--- src/rtl/fifo_stream_reader.sv ---
// Read-side engine for the synchronous FIFO: pops words and presents them on a valid/ready stream.
// Optional statistics outputs are enabled by defining FIFO_READER_STATS_EN.
module fifo_stream_reader #(
    parameter int unsigned DATA_WIDTH = 8,
    parameter int unsigned BURST_LEN  = 4
) (
    input  logic                  clk,
    input  logic                  rst,
    input  logic                  en,
    input  logic                  fifo_empty,
    input  logic [DATA_WIDTH-1:0] fifo_dout,
    output logic                  fifo_rd_en,
    output logic                  m_valid,
    input  logic                  m_ready,
    output logic [DATA_WIDTH-1:0] m_data,
    output logic                  m_last,
    output logic                  idle
`ifdef FIFO_READER_STATS_EN
    ,
    output logic [15:0]           word_count,
    output logic                  underrun_seen
`endif
);

    localparam int unsigned BcntW = (BURST_LEN > 1) ? $clog2(BURST_LEN) : 1;
    localparam logic [BcntW-1:0] BcntMax = BcntW'(BURST_LEN - 1);

    logic [DATA_WIDTH-1:0] buf0_q, buf0_d;
    logic [DATA_WIDTH-1:0] buf1_q, buf1_d;
    logic [1:0]            occ_q, occ_d;
    logic                  in_flight_q, in_flight_d;
    logic [BcntW-1:0]      bcnt_q, bcnt_d;

    logic       pop;
    logic [1:0] pending;

    always_comb begin
        pending    = occ_q + {1'b0, in_flight_q};
        m_valid    = (occ_q != 2'd0);
        m_data     = buf0_q;
        m_last     = m_valid && (bcnt_q == BcntMax);
        pop        = m_valid && m_ready;
        // A read may be issued into a full slot only if the head leaves on this same edge.
        fifo_rd_en = !rst && en && !fifo_empty &&
                     ((pending < 2'd2) || ((pending == 2'd2) && pop));
        idle       = rst || ((occ_q == 2'd0) && !in_flight_q && (!en || fifo_empty));
    end

    always_comb begin
        buf0_d      = buf0_q;
        buf1_d      = buf1_q;
        occ_d       = occ_q;
        in_flight_d = fifo_rd_en;
        case ({in_flight_q, pop})
            2'b01: begin
                buf0_d = buf1_q;
                occ_d  = occ_q - 2'd1;
            end
            2'b10: begin
                if (occ_q == 2'd0) begin
                    buf0_d = fifo_dout;
                end else begin
                    buf1_d = fifo_dout;
                end
                occ_d = occ_q + 2'd1;
            end
            2'b11: begin
                // Capture queues behind whatever remains after the head leaves.
                if (occ_q == 2'd1) begin
                    buf0_d = fifo_dout;
                end else begin
                    buf0_d = buf1_q;
                    buf1_d = fifo_dout;
                end
            end
            default: ;
        endcase
    end

    always_comb begin
        bcnt_d = bcnt_q;
        if (pop) begin
            bcnt_d = (bcnt_q == BcntMax) ? '0 : bcnt_q + 1'b1;
        end
    end

    always_ff @(posedge clk) begin
        if (rst) begin
            buf0_q      <= '0;
            buf1_q      <= '0;
            occ_q       <= 2'd0;
            in_flight_q <= 1'b0;
            bcnt_q      <= '0;
        end else begin
            buf0_q      <= buf0_d;
            buf1_q      <= buf1_d;
            occ_q       <= occ_d;
            in_flight_q <= in_flight_d;
            bcnt_q      <= bcnt_d;
        end
    end

`ifdef FIFO_READER_STATS_EN
    logic [15:0] word_count_q, word_count_d;
    logic        underrun_q, underrun_d;

    always_comb begin
        word_count_d = word_count_q;
        if (pop && (word_count_q != 16'hFFFF)) begin
            word_count_d = word_count_q + 16'd1;
        end
        underrun_d = underrun_q || (en && m_ready && !m_valid);
    end

    always_ff @(posedge clk) begin
        if (rst) begin
            word_count_q <= 16'd0;
            underrun_q   <= 1'b0;
        end else begin
            word_count_q <= word_count_d;
            underrun_q   <= underrun_d;
        end
    end

    assign word_count    = word_count_q;
    assign underrun_seen = underrun_q;
`endif

endmodule

--- config.mk ---
export PLATFORM = sky130hd
export DESIGN_NAME = fifo_stream_reader
export DESIGN_NICKNAME = d
export VERILOG_FILES = /design/src/rtl/fifo_stream_reader.sv
export SDC_FILE = /design/constraint.sdc
export NUM_CORES = 1
export LEC_CHECK = 0
export CORE_ASPECT_RATIO = 1.4
export CORE_MARGIN = 1
export CORE_UTILIZATION = 45
export DETAILED_ROUTE_END_ITERATION = 8
export PLACE_DENSITY = 0.74
export RECOVER_POWER = 25
export SLEW_MARGIN = 30
export SYNTH_ARGS = -nofsm -noshare
export SYNTH_HDL_FRONTEND = slang
export SYNTH_SLANG_ARGS = --single-unit
--- constraint.sdc ---
create_clock -name clk -period 3.1 [get_ports clk]
set_clock_uncertainty 0.2 [all_clocks]
set_input_delay 0.62 -clock clk [delete_from_list [all_inputs] [get_ports clk]]
set_output_delay 0.62 -clock clk [all_outputs]
set_load 0.02 [all_outputs]
==> summary.md, run 1 <==
| Metric | Value |
|---|---|
| Total CTS buffers | 3 |
| Max_cap viols | 0 |
| Final ANT Viol Nets | 0 |
| P per Cell Area | between 600 and 700 nW/µm² |
| Initial DRC Count | 11 |
| Largest net degree at the start of global routing | 19 |
| Met1 Track Usage GR | between 10% and 20% |
| Die Y | 57.5 µm |
| Ys Warns | 0 |
| Worst setup SP type | input port |
| Hold-fix buffer count after cts | 0 |
| Hold Crit Class | reg -> reg |
| Core area | 2020 µm² |
| Diode count | 0 |
| Layout fillers | ~180 |
| Post-synth design cell area | 991 µm² |
| Die X | about 42 µm |
| DR vias/cell | 5.55 |
| CTS tree | yes |
| Worst vdd ir | between 300 and 400 µV |
| Max Slew Vio Count | 0 |
| Total Wirelength | 2.02 mm |
| Slew HR | a little over half |
| Area of the multi-input gates | between 500 and 600 µm² |
| CTS clk-pin slew, worst paths | 0.12 ns |
| RR Startpoint | occ_q[0] |
| Sequential area share after synthesis | 42.4% |
| Worst reg2reg path depth | 9 |
| Syn avg cell area | 9.18 µm² |
| Register bit count reported by yosys | 21 |
| Max incr delay on CP | 0.62 ns |
| Post-Layout Cell Count | roughly 160 |
| Placed Cells | 151 |
| Initial antenna violation count | 0 |
| Io pins | 25 |
| Hold Fails Final Rpt | 0 |
| Starting Density | 49.0% |
| Hold_sp | bcnt_q[1] |
| Syn Inst Count | between 100 and 150 |
| Final setup margin | between 0.2 and 0.3 ns |
| TritonRoute pass-1 iters | 4 |
| Sequential Area | 420 µm² |
| Routing usage on met3 | roughly 3.2% |
| Hold path depth | 2 |
| Hold path endpoint | bcnt_q[1] |
| Final setup viols | 0 |
| Distinct cell type count after synthesis | 22 |
| CP Class | in -> reg |
| CP Cell Sequence | clkdlybuf4s50_1 -> or2b_2 -> buf_4 -> inv_1 -> ha_1 -> mux2i_1 -> a221oi_1 -> nor3_1 |
| GP Congestion | 0.754 |
| GR Util All Layers | 17.8% |
| Status | complete, no violations |
| Worst reg2reg path endpoint | m_data[4] |
| Postcts setup bufs | 0 |
| Final Instance Area | 1270 µm² |
| Crit path time final | 2.84 ns |
| WP data required | 3.14 ns |
| Number of port buffers | 24 |
| GR Util met2 | 31.7% |
| Total power | 862 µW |
| Leak | 0.592 nW |
| CP arrival | between 2 and 3 ns |
| Post-CTS sizing | 1 |
| H-Tree Depth | 1 |
| Clk sink count | 21 |
| Fmax | approximately 350 MHz |
| Clock root buffer | clkbuf_4 |
| Crit. End Element | flip-flop |
| DR vias | 860 |
| Setup TNS Final | 0 ns |
| Period utilization | 91.6% |
| # nets final | 155 |
| GRT busiest layer | met2 |
| Slowest cell on the critical path | mux2i_1 |
| Worst Setup SP | m_ready |
| Total global routing overflow | 0 |
| Die area | approximately 2400 µm² |
| Global-route wire length before repair | 3.35 mm |
| Actual slew at the worst max-slew pin | 0.696 ns |
| Dpl hpwl | around 1.5 mm |
| Util after Layout | 63.1% |
| Hold slack final | about 0.28 ns |
| Routed len/inst | 13.0 µm |
| Clock Path Buffers | 2 |
| CP Max Fanout | 8 |
| Post-Place Cell Area | between 1000 and 1500 µm² |
| Unrepaired setup endpoints after global routing | no |
| Area Growth Syn to Fin | 28.7% |
| Drt drc | 0 |
| Vias in the first global route | 820 |
| Reg2Reg Setup Slack | between 0.2 and 0.3 ns |
| Place WS | -0.0604 ns |
| Layout cells sized above 1 | 8.21% |
| Core Rows | 19 |
| Clock latency on the worst-skew pair | 0.31 ns |
| Syn Nets | 128 |
==> cell usage in the layout, fill, tap and decap left out, types with 3 or more instances in the layout <==
cell type / synthesis / layout
inv_1: 5 / 5
a21oi_1: 4 / 4
nor3_1: 12 / 12
mux2i_1: 9 / 9
dfxtp_1: 21 / 21
nor2_1: 22 / 22
dlygate4sd3_1: 0 / 5
a221oi_1: 8 / 8
ha_1: 7 / 7
nand2_1: 3 / 3
clkbuf_4: 0 / 3
clkdlybuf4s50_1: 0 / 18
==> worst max-delay path, delay by kind of cell <==
kind / cells / cell delay [ns]
simple gates: 2 / 0.50
mux: 1 / 0.62
fa+ha+maj: 1 / 0.21
compound gates: 1 / 0.22
buf+inv: 3 / 0.71
==> sequential cells by signal, indices dropped and copies added, names as in the netlist <==
register	flops
occ_q	2
bcnt_q	2
in_flight_q	1
m_data	8
buf1_q	8
==> worst max path at each step <==
stage                     depth (start not counted)         end  slack (ns)
after floorplan                                   7  fifo_rd_en        0.60
after global placement                            6  fifo_rd_en      -0.005
after detailed placement                          8   m_data[5]       -0.06
after CTS                                         9   m_data[5]        0.23
after global routing                              9   m_data[7]        0.05
final                                             8   m_data[4]        0.26
==> cell usage after synthesis <==
master / instances / area [µm²]
nor2_1: 22 / 82.6
dfxtp_1: 21 / 420
nor3_1: 12 / 60.1
mux2i_1: 9 / 90.1
a221oi_1: 8 / 70.1
ha_1: 7 / 87.6
inv_1: 5 / 18.8
a21oi_1: 4 / 20.0
nand2_1: 3 / 11.3
and2b_2: 2 / 17.5
clkbuf_1: 2 / 7.51
nand2b_1: 2 / 12.5
nor2b_1: 2 / 12.5
a21oi_2: 1 / 8.76
a31o_2: 1 / 8.76
buf_1: 1 / 3.75
buf_6: 1 / 11.3
o21ai_1: 1 / 5.00
o21ai_4: 1 / 16.3
or2b_2: 1 / 8.76
xnor2_1: 1 / 8.76
xor2_1: 1 / 8.76
==> per-layer routing <==
| layer | vias to the layer above | share of wire [%] |
|---|---|---|
| li1 | 428 | - |
| met3 | 4 | 4.1 |
| met1 | 399 | 44 |
| met2 | 29 | 50 |
| met5 | - | 0 |
| met4 | 0 | 1.7 |
==> where the power goes <==
| part | switching, mW | internal [mW] |
|---|---|---|
| Sequential | 0.0303 | 0.319 |
| Clock | 0.0878 | 0.0503 |
| Combinational | 0.203 | 0.172 |
==> layout make-up <==
| type | instances | area share, % |
|---|---|---|
| Timing Repair Buffer | 26 | 19.9 |
| Inverter | 5 | 1.47 |
| Multi-Input combinational cell | 78 | 41.5 |
| Clock buffer | 4 | 2.06 |
| Tap cell | 21 | 2.06 |
| Sequential cell | 21 | 33.0 |
==> logic make-up (layout without fill, tap and decap cells) <==
family / after synthesis / count (layout) / share of synthesized area, %
DFF: 21 / 21 / 42.4
xor gates and xnor gates: 2 / 2 / 1.77
adders and majority gates: 7 / 7 / 8.84
AOI/OAI and AO/OA: 16 / 16 / 13.0
and+or+nand+nor: 44 / 44 / 20.7
muxes: 9 / 9 / 9.09
buffers and inverters: 9 / 35 / 4.17
No activity file was read; power rests on OpenSTA's default activity.
==> run 2, diff against run 1 <==
- SKIP_LAST_GASP: not set -> 1
==> results of run 2 <==
No change in the layout: final DEF, timing and power equal those of run 1.
